File: src/rtl/decode_issue_controller.sv
// Decode-stage issue controller: a 2-entry skid queue between fetch and decode.
// Each opcode is pre-decoded when it is pushed, so every D_* output comes from a register.
module decode_issue_controller #(
  parameter logic [31:0] NOP_INSTR = 32'h0000_0013
) (
  input  logic        CLK,
  input  logic        RST_N,
  input  logic        F_Valid,
  output logic        F_Ready,
  input  logic [31:0] F_Instr,
  input  logic [31:0] F_PC,
  input  logic        Stall_D,
  input  logic        Flush_D,
  output logic        D_Valid,
  output logic [31:0] D_Instr,
  output logic [31:0] D_PC,
  output logic [2:0]  D_Imm_Type_Sel,
  output logic        D_Has_Imm,
  output logic        D_Illegal,
  output logic [1:0]  Occupancy,
  output logic [31:0] Issue_Count
);

  localparam int unsigned XLEN  = 32;
  localparam int unsigned SEL_W = 3;
  localparam int unsigned OCC_W = 2;

  localparam logic [SEL_W-1:0] IMM_I = SEL_W'(0);
  localparam logic [SEL_W-1:0] IMM_S = SEL_W'(1);
  localparam logic [SEL_W-1:0] IMM_B = SEL_W'(2);
  localparam logic [SEL_W-1:0] IMM_U = SEL_W'(3);
  localparam logic [SEL_W-1:0] IMM_J = SEL_W'(4);

  typedef enum logic [1:0] {
    ST_EMPTY = 2'd0,
    ST_ONE   = 2'd1,
    ST_TWO   = 2'd2
  } state_t;

  typedef struct packed {
    logic [XLEN-1:0]  instr;
    logic [XLEN-1:0]  pc;
    logic [SEL_W-1:0] imm_sel;
    logic             has_imm;
    logic             illegal;
  } entry_t;

  localparam entry_t EMPTY_ENTRY = '{
    instr:   NOP_INSTR,
    pc:      '0,
    imm_sel: IMM_I,
    has_imm: 1'b0,
    illegal: 1'b0
  };

  state_t            state, state_next;
  entry_t            head, head_next;
  entry_t            tail, tail_next;
  entry_t            fetch_entry;
  logic              push, pop;
  logic              valid_next, ready_next;
  logic [OCC_W-1:0]  occ_next;
  logic [XLEN-1:0]   count_next;

  assign push = F_Valid && F_Ready;
  assign pop  = D_Valid && !Stall_D;

  // Opcode pre-decode of the incoming word.
  always_comb begin
    fetch_entry         = EMPTY_ENTRY;
    fetch_entry.instr   = F_Instr;
    fetch_entry.pc      = F_PC;
    fetch_entry.has_imm = 1'b1;
    unique case (F_Instr[6:0])
      7'b0010011, 7'b0000011, 7'b1100111,
      7'b1110011, 7'b0001111: fetch_entry.imm_sel = IMM_I;
      7'b0100011:             fetch_entry.imm_sel = IMM_S;
      7'b1100011:             fetch_entry.imm_sel = IMM_B;
      7'b0110111, 7'b0010111: fetch_entry.imm_sel = IMM_U;
      7'b1101111:             fetch_entry.imm_sel = IMM_J;
      7'b0110011:             fetch_entry.has_imm = 1'b0;
      default: begin
        fetch_entry.has_imm = 1'b0;
        fetch_entry.illegal = 1'b1;
      end
    endcase
  end

  // Next state and next register contents.
  always_comb begin
    state_next = state;
    head_next  = head;
    tail_next  = tail;
    count_next = Issue_Count;
    if (Flush_D) begin
      state_next = ST_EMPTY;
      head_next  = EMPTY_ENTRY;
    end else begin
      if (pop) count_next = Issue_Count + XLEN'(1);
      unique case (state)
        ST_EMPTY: begin
          if (push) begin
            state_next = ST_ONE;
            head_next  = fetch_entry;
          end
        end
        ST_ONE: begin
          if (push && pop) begin
            head_next  = fetch_entry;
          end else if (push) begin
            state_next = ST_TWO;
            tail_next  = fetch_entry;
          end else if (pop) begin
            state_next = ST_EMPTY;
            head_next  = EMPTY_ENTRY;
          end
        end
        ST_TWO: begin
          if (pop) begin
            state_next = ST_ONE;
            head_next  = tail;
          end
        end
        default: begin
          state_next = ST_EMPTY;
          head_next  = EMPTY_ENTRY;
        end
      endcase
    end
    valid_next = (state_next != ST_EMPTY);
    ready_next = (state_next != ST_TWO);
    occ_next   = OCC_W'(state_next);
  end

  always_ff @(posedge CLK or negedge RST_N) begin
    if (!RST_N) begin
      state       <= ST_EMPTY;
      head        <= EMPTY_ENTRY;
      tail        <= EMPTY_ENTRY;
      D_Valid     <= 1'b0;
      F_Ready     <= 1'b1;
      Occupancy   <= '0;
      Issue_Count <= '0;
    end else begin
      state       <= state_next;
      head        <= head_next;
      tail        <= tail_next;
      D_Valid     <= valid_next;
      F_Ready     <= ready_next;
      Occupancy   <= occ_next;
      Issue_Count <= count_next;
    end
  end

  assign D_Instr        = head.instr;
  assign D_PC           = head.pc;
  assign D_Imm_Type_Sel = head.imm_sel;
  assign D_Has_Imm      = head.has_imm;
  assign D_Illegal      = head.illegal;

endmodule

File: config.mk
export PLATFORM = sky130hd
export DESIGN_NAME = decode_issue_controller
export DESIGN_NICKNAME = d
export VERILOG_FILES = /design/src/rtl/decode_issue_controller.sv
export SDC_FILE = /design/constraint.sdc
export NUM_CORES = 1
export LEC_CHECK = 0
export ABC_AREA = 1
export BUFFER_PORTS_ARGS = -buffer_cell sky130_fd_sc_hd__buf_2
export CORE_UTILIZATION = 36
export CTS_CLUSTER_SIZE = 16
export DETAILED_ROUTE_END_ITERATION = 10
export PLACE_DENSITY = 0.65
export SYNTH_ARGS = -nofsm -noshare
export SYNTH_HDL_FRONTEND = slang
export SYNTH_SLANG_ARGS = --single-unit
File: constraint.sdc
create_clock -name CLK -period 2.8 [get_ports CLK]
set_input_delay 0.14 -clock CLK [delete_from_list [all_inputs] [get_ports CLK]]
set_output_delay 0.14 -clock CLK [all_outputs]
set_load 0.03 [all_outputs]
==> results.sh, run 1 <==
export IMPL_hpwl_um=13460
export IMPL_fin_hold_ws_ns=0.02641
export IMPL_cp_arrival_ns=2.46
export IMPL_rr_worst_depth=8
export IMPL_grt_pass1_wl_um=33570
export IMPL_cp_required_ns=3.11
export IMPL_synth_top_family_by_area="simple AND/OR/NAND/NOR gates"
export IMPL_yosysTopAreaCell="dfrtp_1"
export IMPL_end_kind="flip-flop"
export IMPL_grt_max_degree=68
export IMPL_cts_sinks=174
export IMPL_hold_depth=3
export IMPL_grt_remaining_overflow=0
export IMPL_min_period_ns=2.151
export IMPL_synthesis_instances=909
export IMPL_drt_wl_total_um=20870
export IMPL_synthMuxAreaShare=0
export IMPL_syn_nets=979
export IMPL_dr_pass1_iters=7
export IMPL_fin_nets=1201
export IMPL_worst_path_most_repeated_cell="nand2_1"
export IMPL_ys_async_sr_fraction=1.000
export IMPL_antenna_left=0
export IMPL_fin_setup_tns_ns=0
export IMPL_synth_area_leaders="dfrtp_1, nand2_1, a22oi_1"
export IMPL_cp_top_family="simple AND/OR/NAND/NOR gates"
export IMPL_rsz0062_at_grt="false"
export IMPL_rrSetupSlack_ns=0.65
export IMPL_path_class="flip-flop to flip-flop"
export IMPL_start_util=0.3666
export IMPL_holdBufCountCts=61
export IMPL_clk_pin_slew_ns=0.07
export IMPL_die_w_um=151.1
export IMPL_outcome="completed"
export IMPL_antenna_found_initial=0
export IMPL_min_to="D_Instr[5]"
export IMPL_max_cap_violations=0
export IMPL_grt_use_total=0.1887
export IMPL_fin_skew_ns=0.01170
export IMPL_gp_congestion=0.8429
export IMPL_io_buffers=173
export IMPL_viasPerCell=4.801
export IMPL_synthSimpleGateAreaFrac=0.2280
export IMPL_ys_types=34
export IMPL_synthFlopType="dfrtp_1"
export IMPL_routedWlPerCell_um=14.65
export IMPL_clockBufferDepth=2
export IMPL_n_fill_cell=2125
export IMPL_tightest_slew_ns=0.7639
export IMPL_htreeDepth=4
export IMPL_insertedDiodeCount=0
export IMPL_r2r_end="D_PC[3]"
export IMPL_cp_num_buf_inv=2
export IMPL_fp_dieH_um=151.1
export IMPL_maxSlewViolCount=0
export IMPL_core_area_sq_um=21820
export IMPL_yosys_top_cells_count="nand2_1, dfrtp_1, a22oi_1"
export IMPL_power_leakage_nw=5.295
export IMPL_die_area_sq_um=22830
export IMPL_numCtsBuffers=17
export IMPL_io_pins=174
export IMPL_fmax_mhz=464.9
export IMPL_clk_latency_ns=0.43
export IMPL_synth_most_common_cell="nand2_1"
export IMPL_yosysSeqAreaShare=0.5453
export IMPL_slowest_stage="dfrtp_1"
export IMPL_syn_area_per_cell_sq_um=8.802
export IMPL_vdd_drop_max_uv=376.9
export IMPL_cp_max_fo=34
export IMPL_start_kind="flip-flop"
export IMPL_r2r_start="state[1]"
export IMPL_synth_xor_area_frac=0.02737
export IMPL_setup_violations=0
export IMPL_crit_cells=8
export IMPL_area_growth_pct=29.13
export IMPL_rows=54
export IMPL_hold_start="F_Instr[5]"
export IMPL_drc_errors=0
export IMPL_cts_root_buffer="clkbuf_16"
export IMPL_yosysWarnings=0
export IMPL_crit_chain="inv_1, nand2_1, nand2_1, nor2_1, a31oi_4, nand2_4, buf_4, o21ai_2"
export IMPL_post_cts_buffers=0
export IMPL_ctsResizeCount=0
export IMPL_hold_violations=0
export IMPL_drtIter0Drc=282
export IMPL_layout_drive_gt1_share=0.2465
export IMPL_slowest_delay_ns=0.51
export IMPL_grt_pass1_vias=6558
export IMPL_period_share=0.7683
export IMPL_ys_seq_elements=174
export IMPL_synth_fa_ha_area_frac=0.001564
export IMPL_syn_area_sq_um=8001
export IMPL_power_density_nw_per_um2=794.0
export IMPL_min_path_type="primary input to flip-flop"
export IMPL_synth_compound_area_share=0.1404
export IMPL_via_count=6837
export IMPL_synth_edf_count=0
export IMPL_cts_tree="done"
export IMPL_slew_headroom=0.4907
export IMPL_synth_top_area_frac=0.5223
[metrics by stage]
step | total power (W) | worst slack, ns | std cells | cell area, sq um | utilization
floorplan | 0.005165 | 1.026 | 909 | 8001 | -
global placement | 0.005808 | 0.7212 | 1331 | 9148 | 0.4192
detailed placement | 0.005877 | 0.6729 | 1331 | 9148 | 0.4192
CTS | 0.008314 | 0.6595 | 1424 | 10330 | 0.4735
global route | 0.008731 | 0.4715 | 1424 | 10330 | 0.4735
finish | 0.008204 | 0.6488 | 1424 | 10330 | 0.4735
[final cells by class]
cell class	instances	area, sq um	share of cell area
multi-input combinational	640	3202	0.3099
clock buffer	18	439.2	0.04250
inverter	52	195.2	0.01889
sequential	174	4363	0.4223
tap	280	350.3	0.03391
timing repair buffer	246	1648	0.1595
clock inverter	14	135.1	0.01308
[layout by cell type, fill, tap and decap left out, types with 3 or more instances in the layout]
| master | count |
|---|---|
| nor3_1 | 16 |
| clkbuf_16 | 17 |
| inv_1 | 49 |
| xnor2_1 | 3 |
| nand3_1 | 19 |
| nor2_1 | 44 |
| dfstp_2 | 7 |
| buf_2 | 172 |
| a22oi_1 | 62 |
| dlygate4sd3_1 | 61 |
| clkinvlp_4 | 5 |
| nand4_1 | 6 |
| dfrtp_1 | 167 |
| buf_12 | 6 |
| inv_2 | 3 |
| a31oi_1 | 3 |
| o21ai_0 | 31 |
| buf_4 | 6 |
| nand2_1 | 368 |
| xor2_1 | 22 |
| o21ai_2 | 46 |
[worst max-delay path by stage]
stage                              start               to  slack, ns
after global routing            state[1]         D_PC[31]       0.47
final                           state[1]          D_PC[3]       0.65
after detailed placement        state[1]         D_PC[31]       0.67
after floorplan           Issue_Count[0]  Issue_Count[18]       1.03
after CTS                       state[1]         D_PC[31]       0.66
after global placement          state[1]          D_PC[8]       0.72
[metal layers]
| metal | up-vias | share of wire | global-route usage |
|---|---|---|---|
| met2 | 153 | 0.47 | 0.3076 |
| met1 | 3265 | 0.47 | 0.2517 |
| met5 | - | 0 | 0 |
| li1 | 3400 | - | - |
| met4 | 0 | 0.0097 | 0.05400 |
| met3 | 19 | 0.044 | 0.04036 |
[registers in the layout (all words and copies together), names as in the netlist]
register / count
D_Imm_Type_Sel: 3
tail: 69
D_Instr: 32
D_Has_Imm: 1
D_PC: 32
D_Valid: 1
state: 2
F_Ready: 1
Issue_Count: 32
D_Illegal: 1
[cell families after synthesis]
group | Yosys count
AO/OA/AOI/OAI | 152
XOR/XNOR | 25
adder cells (fa/ha/maj) | 1
buffers and inverters | 95
flip-flops | 174
AND/OR/NAND/NOR | 462
[worst reg2reg max path, cell delays in order, from the launching register on]
cell and delay, ns:
dfrtp_1 0.51, inv_1 0.13, nand2_1 0.11, nand2_1 0.07, nor2_1 0.19, a31oi_4 0.09
nand2_4 0.41, buf_4 0.43, o21ai_2 0.11
[power breakdown]
part | switching (W) | internal [W]
Combinational | 0.00149 | 0.000744
Clock | 0.00106 | 0.00127
Sequential | 0.000424 | 0.00323
No activity file was read; power rests on OpenSTA's default activity.
==> inputs of run 2 (changes only) <==
ABC_AREA = 0   (was 1)
PLACE_DENSITY = 0.67   (was 0.65)
clock period = 1.8 ns   (was 2.8 ns; I/O delays follow)
==> results.sh, run 2 <==
export IMPL_io_buffers=173
export IMPL_setup_violations=1
export IMPL_dr_pass1_iters=5
export IMPL_fmax_mhz=554.9
export IMPL_fin_setup_tns_ns=-0.002264
export IMPL_die_area_sq_um=21460
export IMPL_start_kind="flip-flop"
export IMPL_layout_commonest_cell="buf_2"
export IMPL_antenna_found_initial=1
export IMPL_cts_tree="done"
export IMPL_clk_pin_slew_ns=0.06
export IMPL_cts_sinks=174
export IMPL_synth_most_common_cell="dfrtp_1"
export IMPL_htreeDepth=4
export IMPL_ys_async_sr_fraction=1.000
export IMPL_place_area_sq_um=8767
export IMPL_largest_reg_flops=69
export IMPL_rsz0062_at_grt="true"
export IMPL_io_pins=174
export IMPL_antenna_left=0
export IMPL_drtIter0Drc=243
export IMPL_area_growth_pct=32.10
export IMPL_yosysWarnings=0
export IMPL_syn_area_per_cell_sq_um=11.82
export IMPL_grt_max_degree=66
export IMPL_yosysSeqAreaShare=0.5806
export IMPL_fin_nets=940
export IMPL_slew_headroom=0.7323
export IMPL_min_period_ns=1.802
export IMPL_routedWlPerCell_um=16.02
export IMPL_insertedDiodeCount=0
export IMPL_core_area_sq_um=20360
export IMPL_cp_arrival_ns=2.11
export IMPL_power_density_nw_per_um2=1135
export IMPL_tightest_slew_ns=0.3985
export IMPL_grt_use_total=0.1771
export IMPL_path_class="flip-flop to flip-flop"
export IMPL_final_area_sq_um=9927
export IMPL_outcome="finished with violations"
export IMPL_maxSlewViolCount=0
export IMPL_synthFlopType="dfrtp_1"
export IMPL_hold_violations=0
export IMPL_yosysTopAreaCell="dfrtp_1"
export IMPL_numCtsBuffers=17
export IMPL_vdd_drop_max_uv=860.7
export IMPL_fp_dieH_um=146.5
export IMPL_dp_slack_ns=0.05407
export IMPL_fin_ws_ns=-0.002264
export IMPL_p_total_w=0.01127
export IMPL_synth_area_leaders="dfrtp_1, mux2_2, a22oi_1"
export IMPL_ys_types=53
export IMPL_syn_nets=706
export IMPL_via_count=5723
export IMPL_die_w_um=146.5
export IMPL_max_cap_violations=0
export IMPL_cts_root_buffer="clkbuf_16"
export IMPL_drt_wl_total_um=18440
export IMPL_clockBufferDepth=2
export IMPL_fin_skew_ns=0.008281
export IMPL_cp_max_fo=65
export IMPL_grt_pass1_wl_um=29900
export IMPL_synth_top_area_frac=0.5561
export IMPL_final_cells=1151
export IMPL_largest_register="tail"
export IMPL_synth_edf_count=0
export IMPL_violations="negative setup slack"
export IMPL_start_util=0.3690
export IMPL_drc_errors=0
export IMPL_viasPerCell=4.972
export IMPL_grt_pass1_vias=5784
export IMPL_period_share=1.001
export IMPL_gp_congestion=0.8071
export IMPL_grt_remaining_overflow=0
export IMPL_rows=52
export IMPL_syn_area_sq_um=7515
export IMPL_cp_required_ns=2.11
export IMPL_layout_drive_gt1_share=0.3519
export IMPL_min_path_type="primary input to flip-flop"
export IMPL_end_kind="flip-flop"
export IMPL_synthesis_instances=636
export IMPL_dp_cells=1060
export IMPL_mostFrequentLayoutCells="buf_2, dfrtp_1, nand2_1"
export IMPL_power_leakage_nw=4.797
export IMPL_hpwl_um=12020
export IMPL_clk_latency_ns=0.43
export IMPL_yosys_top_cells_count="dfrtp_1, nand2_1, a22oi_1"
export IMPL_ys_seq_elements=174
==> run 2: changes by cell type in the layout (fill, tap and decap cells not counted), sizes merged, moves of 15 or more <==
cell | previous run | this run
inv | 56 | 4
xor2 | 22 | 7
nor2 | 46 | 18
mux2 | 0 | 65
nand2 | 370 | 88
xnor2 | 3 | 25
==> run 2: worst paths after layout <==
path	from	endpoint	slack, ns	depth (start not counted)
setup reg to reg	F_Ready	tail[20]	-0.002	5
max in group asynchronous	RST_N	tail[37]	1.14	3
setup / recovery	F_Ready	tail[20]	-0.002	5
min in group asynchronous	RST_N	Issue_Count[6]	0.06	2
hold / removal	F_Instr[5]	tail[42]	0.03	2
hold reg to reg	D_Instr[19]	D_Instr[19]	0.47	2
==> run 2: per-layer routing <==
layer | global-route usage | vias to the layer above | share of wire
met4 | 0.04219 | 2 | 0.0078
met2 | 0.2969 | 149 | 0.49
met3 | 0.04875 | 12 | 0.050
li1 | - | 2731 | -
met1 | 0.2265 | 2829 | 0.45
met5 | 0 | - | 0.00054
==> run 2: report_power, final <==
group | leakage [nW] | switching [W] | internal (W)
registers | 2.25 | 0.000481 | 0.00483
clock network | 0.259 | 0.00148 | 0.00195
logic | 2.28 | 0.00137 | 0.00116
total | 4.80 | 0.00333 | 0.00794
==> run 2: layout make-up <==
class                   count  area [sq um]
multi-input cells         415          2888
fillers                  1850         10440
flip-flops and latches    174          4363
inverters                   4         15.01
clock inverters             7         65.06
clock buffers              23         467.9
repair buffers            258          1790
well taps                 270         337.8
==> run 2: cells by family after synthesis <==
logic type               after synthesis  synth area share
adder cells (fa/ha/maj)                1          0.001665
buffers and inverters                 47           0.03729
AND/OR/NAND/NOR                      159            0.1099
flip-flops                           174            0.5806
AO/OA/AOI/OAI                        156            0.1322
XOR/XNOR                              32           0.03830
multiplexers                          67            0.1001
==> run 2: worst max-delay path: stages, from the launching register on <==
cell and delay (ns):
dfstp_2 0.54, nand2_1 0.12, nor2_1 0.16, nand4b_1 0.21, buf_12 0.27, mux2_2 0.33
==> run 2: timing repair <==
| action | 4_1_cts | 5_1_grt |
|---|---|---|
| endpoints found under the hold margin | 281 | 0 |
| hold buffers | 60 | 0 |
| endpoints found under the setup margin | 0 | 61 |
| resized for setup | 0 | 2 |
| buffers inserted | 0 | 0 |
==> run 2: per-stage QoR <==
stage               hold WS (ns)  utilization
floorplan                -0.2056            -
detailed placement      -0.06466       0.4305
CTS                    0.0008424       0.4862
finish                   0.02549       0.4875
global route             0.03139       0.4875
global placement        -0.06808       0.4305
